### src/rtl/uart_tx_pkg.sv
// Shared UART definitions: FSM state encoding, default bit timing and
// frame-length constants. Intended to be imported by both uart_tx and the
// future uart_rx so the two ends agree on framing.
package uart_tx_pkg;

   // 12 MHz system clock / 115200 baud
   localparam int DEFAULT_CLKS_PER_BIT = 104;

   localparam int DATA_BITS      = 8;
   localparam int FRAME_BITS_8N1 = 10;
   localparam int FRAME_BITS_8E1 = 11;

   // PARITY is only visited when UART_TX_PARITY_EN is defined
   typedef enum logic [2:0] {
      IDLE   = 3'd0,
      START  = 3'd1,
      DATA   = 3'd2,
      PARITY = 3'd3,
      STOP   = 3'd4
   } state_t;

   // Total clock cycles occupied by one frame on the line
   function automatic int frame_cycles(input int clks_per_bit, input bit parity_en);
      return clks_per_bit * (parity_en ? FRAME_BITS_8E1 : FRAME_BITS_8N1);
   endfunction

   // Even parity: the parity bit makes the total count of ones even
   function automatic logic even_parity(input logic [7:0] data);
      return ^data;
   endfunction

endpackage

### src/rtl/uart_tx_sync_fifo.sv
// Single-clock FIFO with synchronous active-high reset.
// Pointers are AW bits and wrap modulo the depth; the occupancy count is
// AW+1 bits so that completely full and completely empty are distinct.
// A push while full is ignored and a pop while empty is ignored; the full
// and empty flags are derived from the registered count, so a push at an
// edge is judged against the occupancy before that edge even if a pop
// happens at the same edge.
module uart_tx_sync_fifo #(
   parameter int W  = 8,
   parameter int AW = 2
) (
   input  logic          clk,
   input  logic          rst,
   input  logic          push,
   input  logic [W-1:0]  din,
   input  logic          pop,
   output logic [W-1:0]  dout,
   output logic          full,
   output logic          empty,
   output logic [AW:0]   count
);

   localparam int DEPTH = 1 << AW;

   logic [W-1:0]  mem [DEPTH];
   logic [AW-1:0] wr_ptr;
   logic [AW-1:0] rd_ptr;
   logic          do_push;
   logic          do_pop;

   assign full    = (count == (AW+1)'(DEPTH));
   assign empty   = (count == '0);
   assign do_push = push && !full;
   assign do_pop  = pop && !empty;
   assign dout    = mem[rd_ptr];

   // Storage array; contents need no reset because count gates every read
   always_ff @(posedge clk) begin
      if (do_push) begin
         mem[wr_ptr] <= din;
      end
   end

   // Pointer and occupancy bookkeeping
   always_ff @(posedge clk) begin
      if (rst) begin
         wr_ptr <= '0;
         rd_ptr <= '0;
         count  <= '0;
      end else begin
         if (do_push) begin
            wr_ptr <= wr_ptr + 1'b1;
         end
         if (do_pop) begin
            rd_ptr <= rd_ptr + 1'b1;
         end
         case ({do_push, do_pop})
            2'b10:   count <= count + 1'b1;
            2'b01:   count <= count - 1'b1;
            default: count <= count;
         endcase
      end
   end

endmodule

### src/rtl/uart_tx.sv
// UART transmitter: buffers CPU bytes in a small FIFO and shifts them out
// LSB first as 8N1 frames, or 8E1 frames when UART_TX_PARITY_EN is defined.
// is_transmitting reports a full FIFO and is the CPU's backpressure signal;
// a write attempted while it is high is dropped and latches overflow until
// reset. Consecutive queued bytes go out with no idle gap between frames.
module uart_tx
   import uart_tx_pkg::*;
#(
   parameter int CLKS_PER_BIT = DEFAULT_CLKS_PER_BIT,
   parameter int FIFO_AW      = 2
) (
   input  logic               clk,
   input  logic               rst,
   input  logic [7:0]         tx_byte,
   input  logic               transmit,
   output logic               is_transmitting,
   output logic               tx,
   output logic               tx_busy,
   output logic               overflow,
   output logic [FIFO_AW:0]   fifo_count
);

   localparam int BAUD_W = (CLKS_PER_BIT > 1) ? $clog2(CLKS_PER_BIT) : 1;
   localparam logic [BAUD_W-1:0] BAUD_LAST = BAUD_W'(CLKS_PER_BIT - 1);

   state_t              state;
   logic [BAUD_W-1:0]   baud_cnt;
   logic [2:0]          bit_idx;
   logic [7:0]          shreg;
   logic                bit_end;

   logic [7:0]          fifo_dout;
   logic                fifo_full;
   logic                fifo_empty;
   logic                fifo_pop;
   logic [FIFO_AW:0]    fifo_level;

`ifdef UART_TX_PARITY_EN
   logic                parity_bit;
`endif

   uart_tx_sync_fifo #(
      .W  (8),
      .AW (FIFO_AW)
   ) u_fifo (
      .clk   (clk),
      .rst   (rst),
      .push  (transmit),
      .din   (tx_byte),
      .pop   (fifo_pop),
      .dout  (fifo_dout),
      .full  (fifo_full),
      .empty (fifo_empty),
      .count (fifo_level)
   );

   assign bit_end         = (baud_cnt == BAUD_LAST);
   assign is_transmitting = fifo_full;
   assign fifo_count      = fifo_level;

   // A byte leaves the FIFO when an idle line picks it up, or when a stop
   // bit finishes and the next frame follows immediately
   assign fifo_pop = !fifo_empty &&
                     ((state == IDLE) || ((state == STOP) && bit_end));

   // Drop-on-full flag that only reset clears
   always_ff @(posedge clk) begin
      if (rst) begin
         overflow <= 1'b0;
      end else if (transmit && fifo_full) begin
         overflow <= 1'b1;
      end
   end

   // Frame sequencer: baud timing, bit counting, shifting and the line itself
   always_ff @(posedge clk) begin
      if (rst) begin
         state    <= IDLE;
         tx       <= 1'b1;
         tx_busy  <= 1'b0;
         baud_cnt <= '0;
         bit_idx  <= '0;
         shreg    <= '0;
`ifdef UART_TX_PARITY_EN
         parity_bit <= 1'b0;
`endif
      end else begin
         case (state)
            IDLE: begin
               baud_cnt <= '0;
               bit_idx  <= '0;
               tx       <= 1'b1;
               if (!fifo_empty) begin
                  shreg   <= fifo_dout;
`ifdef UART_TX_PARITY_EN
                  parity_bit <= even_parity(fifo_dout);
`endif
                  tx      <= 1'b0;
                  tx_busy <= 1'b1;
                  state   <= START;
               end
            end

            START: begin
               if (bit_end) begin
                  baud_cnt <= '0;
                  bit_idx  <= '0;
                  tx       <= shreg[0];
                  state    <= DATA;
               end else begin
                  baud_cnt <= baud_cnt + 1'b1;
               end
            end

            DATA: begin
               if (bit_end) begin
                  baud_cnt <= '0;
                  if (bit_idx == 3'd7) begin
`ifdef UART_TX_PARITY_EN
                     tx    <= parity_bit;
                     state <= PARITY;
`else
                     tx    <= 1'b1;
                     state <= STOP;
`endif
                  end else begin
                     bit_idx <= bit_idx + 3'd1;
                     shreg   <= {1'b0, shreg[7:1]};
                     tx      <= shreg[1];
                  end
               end else begin
                  baud_cnt <= baud_cnt + 1'b1;
               end
            end

`ifdef UART_TX_PARITY_EN
            PARITY: begin
               if (bit_end) begin
                  baud_cnt <= '0;
                  tx       <= 1'b1;
                  state    <= STOP;
               end else begin
                  baud_cnt <= baud_cnt + 1'b1;
               end
            end
`endif

            STOP: begin
               if (bit_end) begin
                  baud_cnt <= '0;
                  bit_idx  <= '0;
                  if (!fifo_empty) begin
                     shreg   <= fifo_dout;
`ifdef UART_TX_PARITY_EN
                     parity_bit <= even_parity(fifo_dout);
`endif
                     tx      <= 1'b0;
                     state   <= START;
                  end else begin
                     tx      <= 1'b1;
                     tx_busy <= 1'b0;
                     state   <= IDLE;
                  end
               end else begin
                  baud_cnt <= baud_cnt + 1'b1;
               end
            end

            default: begin
               state    <= IDLE;
               tx       <= 1'b1;
               tx_busy  <= 1'b0;
               baud_cnt <= '0;
            end
         endcase
      end
   end

endmodule

### config.mk
export PLATFORM = sky130hd
export DESIGN_NAME = uart_tx
export DESIGN_NICKNAME = d
export VERILOG_FILES = /design/src/rtl/uart_tx_pkg.sv /design/src/rtl/uart_tx_sync_fifo.sv /design/src/rtl/uart_tx.sv
export SDC_FILE = /design/constraint.sdc
export NUM_CORES = 1
export LEC_CHECK = 0
export BUFFER_PORTS_ARGS = -buffer_cell sky130_fd_sc_hd__clkbuf_2
export CAP_MARGIN = 20
export CELL_PAD_IN_SITES_DETAIL_PLACEMENT = 1
export CELL_PAD_IN_SITES_GLOBAL_PLACEMENT = 1
export CORE_AREA = 2 2 95 97
export CTS_CLUSTER_DIAMETER = 200
export DETAILED_ROUTE_END_ITERATION = 8
export DIE_AREA = 0 0 97 99
export PLACE_DENSITY = 0.64
export SLEW_MARGIN = 40
export SYNTH_ARGS = -nofsm -noshare
export SYNTH_HDL_FRONTEND = slang
export SYNTH_SLANG_ARGS = --single-unit
### constraint.sdc
create_clock -name clk -period 4.4 [get_ports clk]
set_clock_uncertainty 0.15 [all_clocks]
set_input_delay 0.88 -clock clk [delete_from_list [all_inputs] [get_ports clk]]
set_output_delay 0.88 -clock clk [all_outputs]
set_load 0.05 [all_outputs]
Yosys cells after proc, flatten, opt, wreduce, memory -nomap -nowiden. Memory sizes are Yosys's and may differ from the RTL's. A register that Yosys moved wholly into a read port is not among the register bits. Cells that the tools add are included.

Bits in registers: 31. Bits in writable memories: 32. Bits of input ports: 11. Output and inout bits: 7. Memories: 1.

Add/sub/neg operators: 6. Eq/ne operators: 16. Mux-type cells: 31. Bitwise gates (word level): 2. Reductions and logical operators: 22.

Memories: u_fifo.mem (words 4, bits a word 8, rd ports 1, clocked after memory_dff 1, write ports 1, line uart_tx_sync_fifo.sv:25) `logic [W-1:0] mem [DEPTH];`.

Operators with widths (number): two-way mux 8 bit (4); two-way mux 3 bit (8); one-hot mux 8 bit (3 select lines) (1); != test 2 bit, second input constant (7); one-hot mux 3 bit (4 select lines) (1); AND reduction 4 bit (3); two-way mux 1 bit (11); == test 3 bit, second input constant (3); one-hot mux 3 bit (3 select lines) (1); adder 7 x 1 -> 7 bit, second input constant (1); == test 7 bit, second input constant (1); adder 3 x 1 -> 3 bit, second input constant (2); zero test 3 bit (2); one-hot mux 3 bit (2 select lines) (1); nonzero test 3 bit (2); OR reduction 3 bit (2); logical AND 1 bit (5); AND reduction 5 bit (1); adder 2 x 1 -> 2 bit, second input constant (2); two-way mux 2 bit (2); one-hot mux 1 bit (4 select lines) (1); OR reduction 2 bit (2); == test 3 x 1 -> 1 bit, second input constant (1); == test 3 x 2 -> 1 bit, second input constant (1); 10 further kinds (12).

Depth between registers and ports, before layout.
Depth in word-level cells: 7. Gate-level depth with buffers: 10. Gate-level depth less buffers: 9.

By module. Synthesis repeated with hierarchy kept, for this count alone.

Cell total of the unflattened synthesis: 237. Area total of the unflattened synthesis: 2892.8 µm².

By module, submodules not included: uart_tx_sync_fifo (times used 1, cells an instance 96, area an instance 1630.3 µm², sequential area each 1141.1 µm²); uart_tx (times used 1, cells an instance 141, area an instance 1262.5 µm², sequential area each 480.5 µm²).

Worst setup path after synthesis. OpenSTA, ideal clock, no wires.

Kind: reg2reg. Start: register u_fifo.count[2]. End: register u_fifo.count[2]. Library setup time: 0.071 ns. Data arrival time: 3.206 ns. Slack: 0.974 ns. Cell stages (with the launch flop): 10. Buffers on the path: 1. Cells stage by stage: dfxtp_1 nor3b_1 nor2b_1 clkbuf_1 inv_1 ha_1 fa_1 xnor2_1 or3_1 a21oi_1.

Elaborated cells on any way between the ends: 13.

RTL lines: start, declared (line uart_tx_sync_fifo.sv:20) `output logic [AW:0] count`; start signal, assigned (line uart_tx_sync_fifo.sv:58) `2'b10: count <= count + 1'b1;`; start signal, assigned (line uart_tx_sync_fifo.sv:59) `2'b01: count <= count - 1'b1;`; start signal, assigned (line uart_tx_sync_fifo.sv:60) `default: count <= count;`; == test 3 bit * (line uart_tx_sync_fifo.sv:31) `assign full = (count == (AW+1)'(DEPTH));`; net is_transmitting (line uart_tx.sv:16) `output logic is_transmitting,`; zero test 1 bit * (line uart_tx_sync_fifo.sv:33) `assign do_push = push && !full;`; logical AND 1 bit * (line uart_tx_sync_fifo.sv:33); == test 2 x 1 -> 1 bit or == test 2 bit (tied branches) (line uart_tx_sync_fifo.sv:57) `case ({do_push, do_pop})`; one-hot mux 3 bit (2 select lines) or nonzero test 2 bit (tied branches).

Mark *: on every way through the listed nets, which the timed path passes. The rest lies on a longest branch. A chain may end at the register's enable or synchronous reset.

Worst setup path in the final report.
Start: register state[1]. End: register u_fifo.count[2].

Word-level cells in the longest chain between the ends: 7. Elaborated cells on any way between the ends: 10.

Ends and longest elaborated chain: start, declared (line uart_tx.sv:26) `state_t state;`; start signal, assigned (line uart_tx.sv:78) `state <= IDLE;`; start signal, assigned (line uart_tx.sv:100) `state <= START;`; start signal, assigned (line uart_tx.sv:109) `state <= DATA;`; == test 3 bit (line uart_tx.sv:64) `((state == IDLE) || ((state == STOP) && bit_end));`; logical AND 1 bit (line uart_tx.sv:64); logical OR 1 bit * (line uart_tx.sv:64); logical AND 1 bit * (line uart_tx.sv:63) `assign fifo_pop = !fifo_empty &&`; logical AND 1 bit * (line uart_tx_sync_fifo.sv:34) `assign do_pop = pop && !empty;`; net u_fifo.do_pop (line uart_tx_sync_fifo.sv:29) `logic do_pop;`; == test 2 x 1 -> 1 bit or == test 2 bit (tied branches) (line uart_tx_sync_fifo.sv:57); one-hot mux 3 bit (2 select lines) or nonzero test 2 bit (tied branches).

Marked as above.

==> impl_metrics.csv <==
group,metric,value,unit
synthesis,synth.cell_area,2920,µm²
synthesis,synth_top_area_share,32.9,%
timing,hold_viol,0,
clock_tree,cts_tree,"built",
worst_setup_path,endpoint_kind,"flip-flop",
floorplanning,design.die.area,9600,µm²
worst_setup_path,crit_chain,"nor4b_2 -> a21oi_1 -> nor2_1 -> ha_1 -> fa_1 -> xnor2_1 -> or3_1 -> a21oi_1",
route,met1Wirelength,2640,µm
global_route,antenna_found_initial,0,
synthesis,syn_inst,228,
worst_setup_path,slowest_delay,0.72,ns
min_path,min_from,"baud_cnt[0]$_SDFF_PP0_",
synthesis,synth_seq_cells,65,
synthesis,synth.most_common_cell,"dfxtp_1",
worst_setup_path,crit_arrival,2.87,ns
clock_tree,post_cts_buffers,0,
synthesis,seq_area_frac_synth,55.6,%
route,vias_per_cell,5.04,
worst_setup_path,cpMostUsedCell,"a21oi_1",
worst_setup_path,crit_family,"flip-flops",
floorplanning,top_level_ports,18,
synthesis,ys_types,50,
flow_run,drv_cap,0,
route,vias,1790,
worst_setup_path,crit_type,"flip-flop to flip-flop",
route,ant_nets,0,
timing,rsz0062_at_grt,"no",
floorplanning,die_w,97,µm
worst_setup_path,reg2reg_depth,8,
route,drt-wirelength-per-cell,15.7,µm
timing,setup_violations,0,
route,routed_wl,5580,µm
finish,nNetsFinal,262,
route,firstDrtPassIters,4,
worst_setup_path,path_max_fanout,20,
synthesis,synthArstFlopShare,0,%
clock_tree,cts.sinks,65,
timing,fin_crit,2.75,ns
clock_tree,clockBufferDepth,2,
clock_tree,cts_buffers,9,
timing,report.final.slew_viol_count,0,
place,place_congestion,0.716,
route,dr_wl_met3,120,µm
clock_tree,cts_hold_buffers,0,
run_status,run_status,"complete, no violations",
floorplanning,fp.coreArea,8550,µm²
route,wl_met2,2710,µm
place,port_buffers,17,
timing,layout_worst_path_cycle_share,62.6,%
synthesis,synth_top_area_cell,"edfxtp_1",
worst_setup_path,reg2reg_from,"state[1]$_SDFFE_PP0P_",
synthesis,syn_nets,248,
min_path,hold_depth,1,
worst_setup_path,startpoint_type,"flip-flop",
power,leakagePower,0.00118,µW
synthesis,synth_ff_type,"dfxtp_1",
power,pwr_density_cell,631,nW/µm²
timing,tightest_slew,0.664,ns
route,top_layer_used,"met4",
worst_setup_path,reg2reg_to,"u_fifo.count[2]$_SDFFE_PP0P_",
clock_tree,clkSlewWorstSetupHoldPaths,0.08,ns
worst_setup_path,cp_num_buf_inv,0,
worst_setup_path,slowest_stage,"dfxtp_1",
synthesis,synth_common_cells,"dfxtp_1 (33), edfxtp_1 (32), nor2_1 (20)",
synthesis,avgSynthCellArea,12.8,µm²
timing,setup_tns,0,ns
timing,whs,0.300,ns
global_route,grt_pass1_vias,1880,
worst_setup_path,cp_data_required_time,4.51,ns
timing,maxSlewHeadroom,55.8,%
global_route,grt_overflow,0,
worst_setup_path,reg2reg_slack,1.65,ns
min_path,min_path_type,"flip-flop to flip-flop",
synthesis,ys_warn_count,0,
floorplanning,initial_core_util,34.1,%
route,remaining_drc_errors,0,
finish,syn_to_final_growth,11.8,%
synthesis,synth_edf_count,32,
floorplanning,fp-row-count,34,
place,place_hpwl,3820,µm
finish,drive_above_1_share,23.9,%
route,drt_iter0_drc,85,
power,ir_drop,0.288,mV
floorplanning,die_y,99,µm
timing,timing.fmax,363,MHz
global_route,grt_use_total,12.8,%
clock_tree,clockRootBuffer,"clkbuf_8",
min_path,holdPathEnd,"baud_cnt[0]$_SDFF_PP0_",
global_route,grt_pass1_wl,9580,µm
clock_tree,cts-resized-gates,0,
synthesis,ys_top_cells_by_area,"edfxtp_1 (33%), dfxtp_1 (23%), mux4_2 (6.2%)",
finish,diodes,0,
clock_tree,htree_levels,3,
global_route,grt_max_degree,27,
clock_tree,clock_latency,0.34,ns
[report_power, final]
part | internal, µW | switching [µW]
registers | 760 | 108
clock network | 319 | 241
logic | 271 | 362
total | 1350 | 711
[routing by layer]
layer / up-vias / global-route usage [%]
met5: - / 0
met4: 0 / 6.18
met3: 9 / 2.77
met2: 20 / 20.7
met1: 876 / 16.4
li1: 885 / -
[registers in the layout, summed over array words and instances, names as in the netlist, named ones only]
register and flops:
baud_cnt 7, shreg 8, bit_idx 3, u_fifo.wr_ptr 2, overflow 1, tx_busy 1, u_fifo.mem 32, u_fifo.rd_ptr 2
tx 1, u_fifo.count 3, state 3
[worst max path at each step]
stage	startpoint	endpoint	slack [ns]	depth (start not counted)
2_1_floorplan	u_fifo.count[2]$_SDFFE_PP0P_	u_fifo.count[2]$_SDFFE_PP0P_	0.97	9
3_3_place_gp	transmit	u_fifo.count[2]$_SDFFE_PP0P_	1.58	8
3_5_place_dp	transmit	u_fifo.count[2]$_SDFFE_PP0P_	1.51	8
4_1_cts	state[1]$_SDFFE_PP0P_	u_fifo.count[2]$_SDFFE_PP0P_	1.63	8
5_1_grt	state[1]$_SDFFE_PP0P_	u_fifo.count[2]$_SDFFE_PP0P_	1.41	8
6_report	state[1]$_SDFFE_PP0P_	u_fifo.count[2]$_SDFFE_PP0P_	1.65	8
[stage by stage]
| step | utilization [%] | setup WS [ns] | instances | total power [µW] | area (µm²) |
|---|---|---|---|---|---|
| 3_3_place_gp | 35.6 | 1.58 | 339 | 1510 | 3050 |
| 2_1_floorplan | - | 0.974 | 228 | 1380 | 2920 |
| 6_report | 38.2 | 1.65 | 355 | 2060 | 3260 |
| 3_5_place_dp | 35.6 | 1.51 | 339 | 1520 | 3050 |
| 5_1_grt | 38.2 | 1.41 | 355 | 2210 | 3260 |
| 4_1_cts | 38.2 | 1.63 | 355 | 2090 | 3260 |
[logic make-up (layout without fill, tap and decap cells)]
| family | count (synthesis) | after routing | synth area share [%] |
|---|---|---|---|
| DFF | 65 | 65 | 55.6 |
| and+or+nand+nor | 59 | 59 | 11.4 |
| AOI/OAI and AO/OA | 47 | 47 | 12.8 |
| buffers and inverters | 22 | 41 | 4.20 |
| muxes | 17 | 17 | 9.26 |
| adders and majority gates | 9 | 9 | 4.12 |
| xor gates and xnor gates | 9 | 9 | 2.70 |
[layout make-up]
cell class,count,area (µm²)
Fill cell,895,5290
Multi-Input combinational cell,141,1170
Clock buffer,9,124
Timing Repair Buffer,17,85.1
Tap cell,108,135
Inverter,8,30.0
Sequential cell,65,1620
Clock inverter,7,93.8
[worst reg2reg max path, cell delays in order (launching register included)]
cell and delay, ns:
dfxtp_1 0.72, nor4b_2 0.13, a21oi_1 0.32, nor2_1 0.13, ha_1 0.25, fa_1 0.39, xnor2_1 0.14, or3_1 0.30
a21oi_1 0.13
[layout by cell type (no fill, tap or decap), types with 3 or more instances in the layout]
cell / n
a211oi_1: 9
a211oi_2: 7
a21oi_1: 9
a31oi_1: 4
and2_1: 4
clkbuf_2: 17
clkbuf_8: 9
dfxtp_1: 33
edfxtp_1: 32
ha_1: 8
inv_1: 8
mux2i_1: 9
mux4_2: 8
nand2_1: 6
nand3_1: 4
nand4_1: 3
nor2_1: 20
nor3_1: 4
o211ai_1: 4
o21ai_0: 4
or3_1: 3
xnor2_1: 6
xor2_1: 3
(Power assumes the default switching activity.)
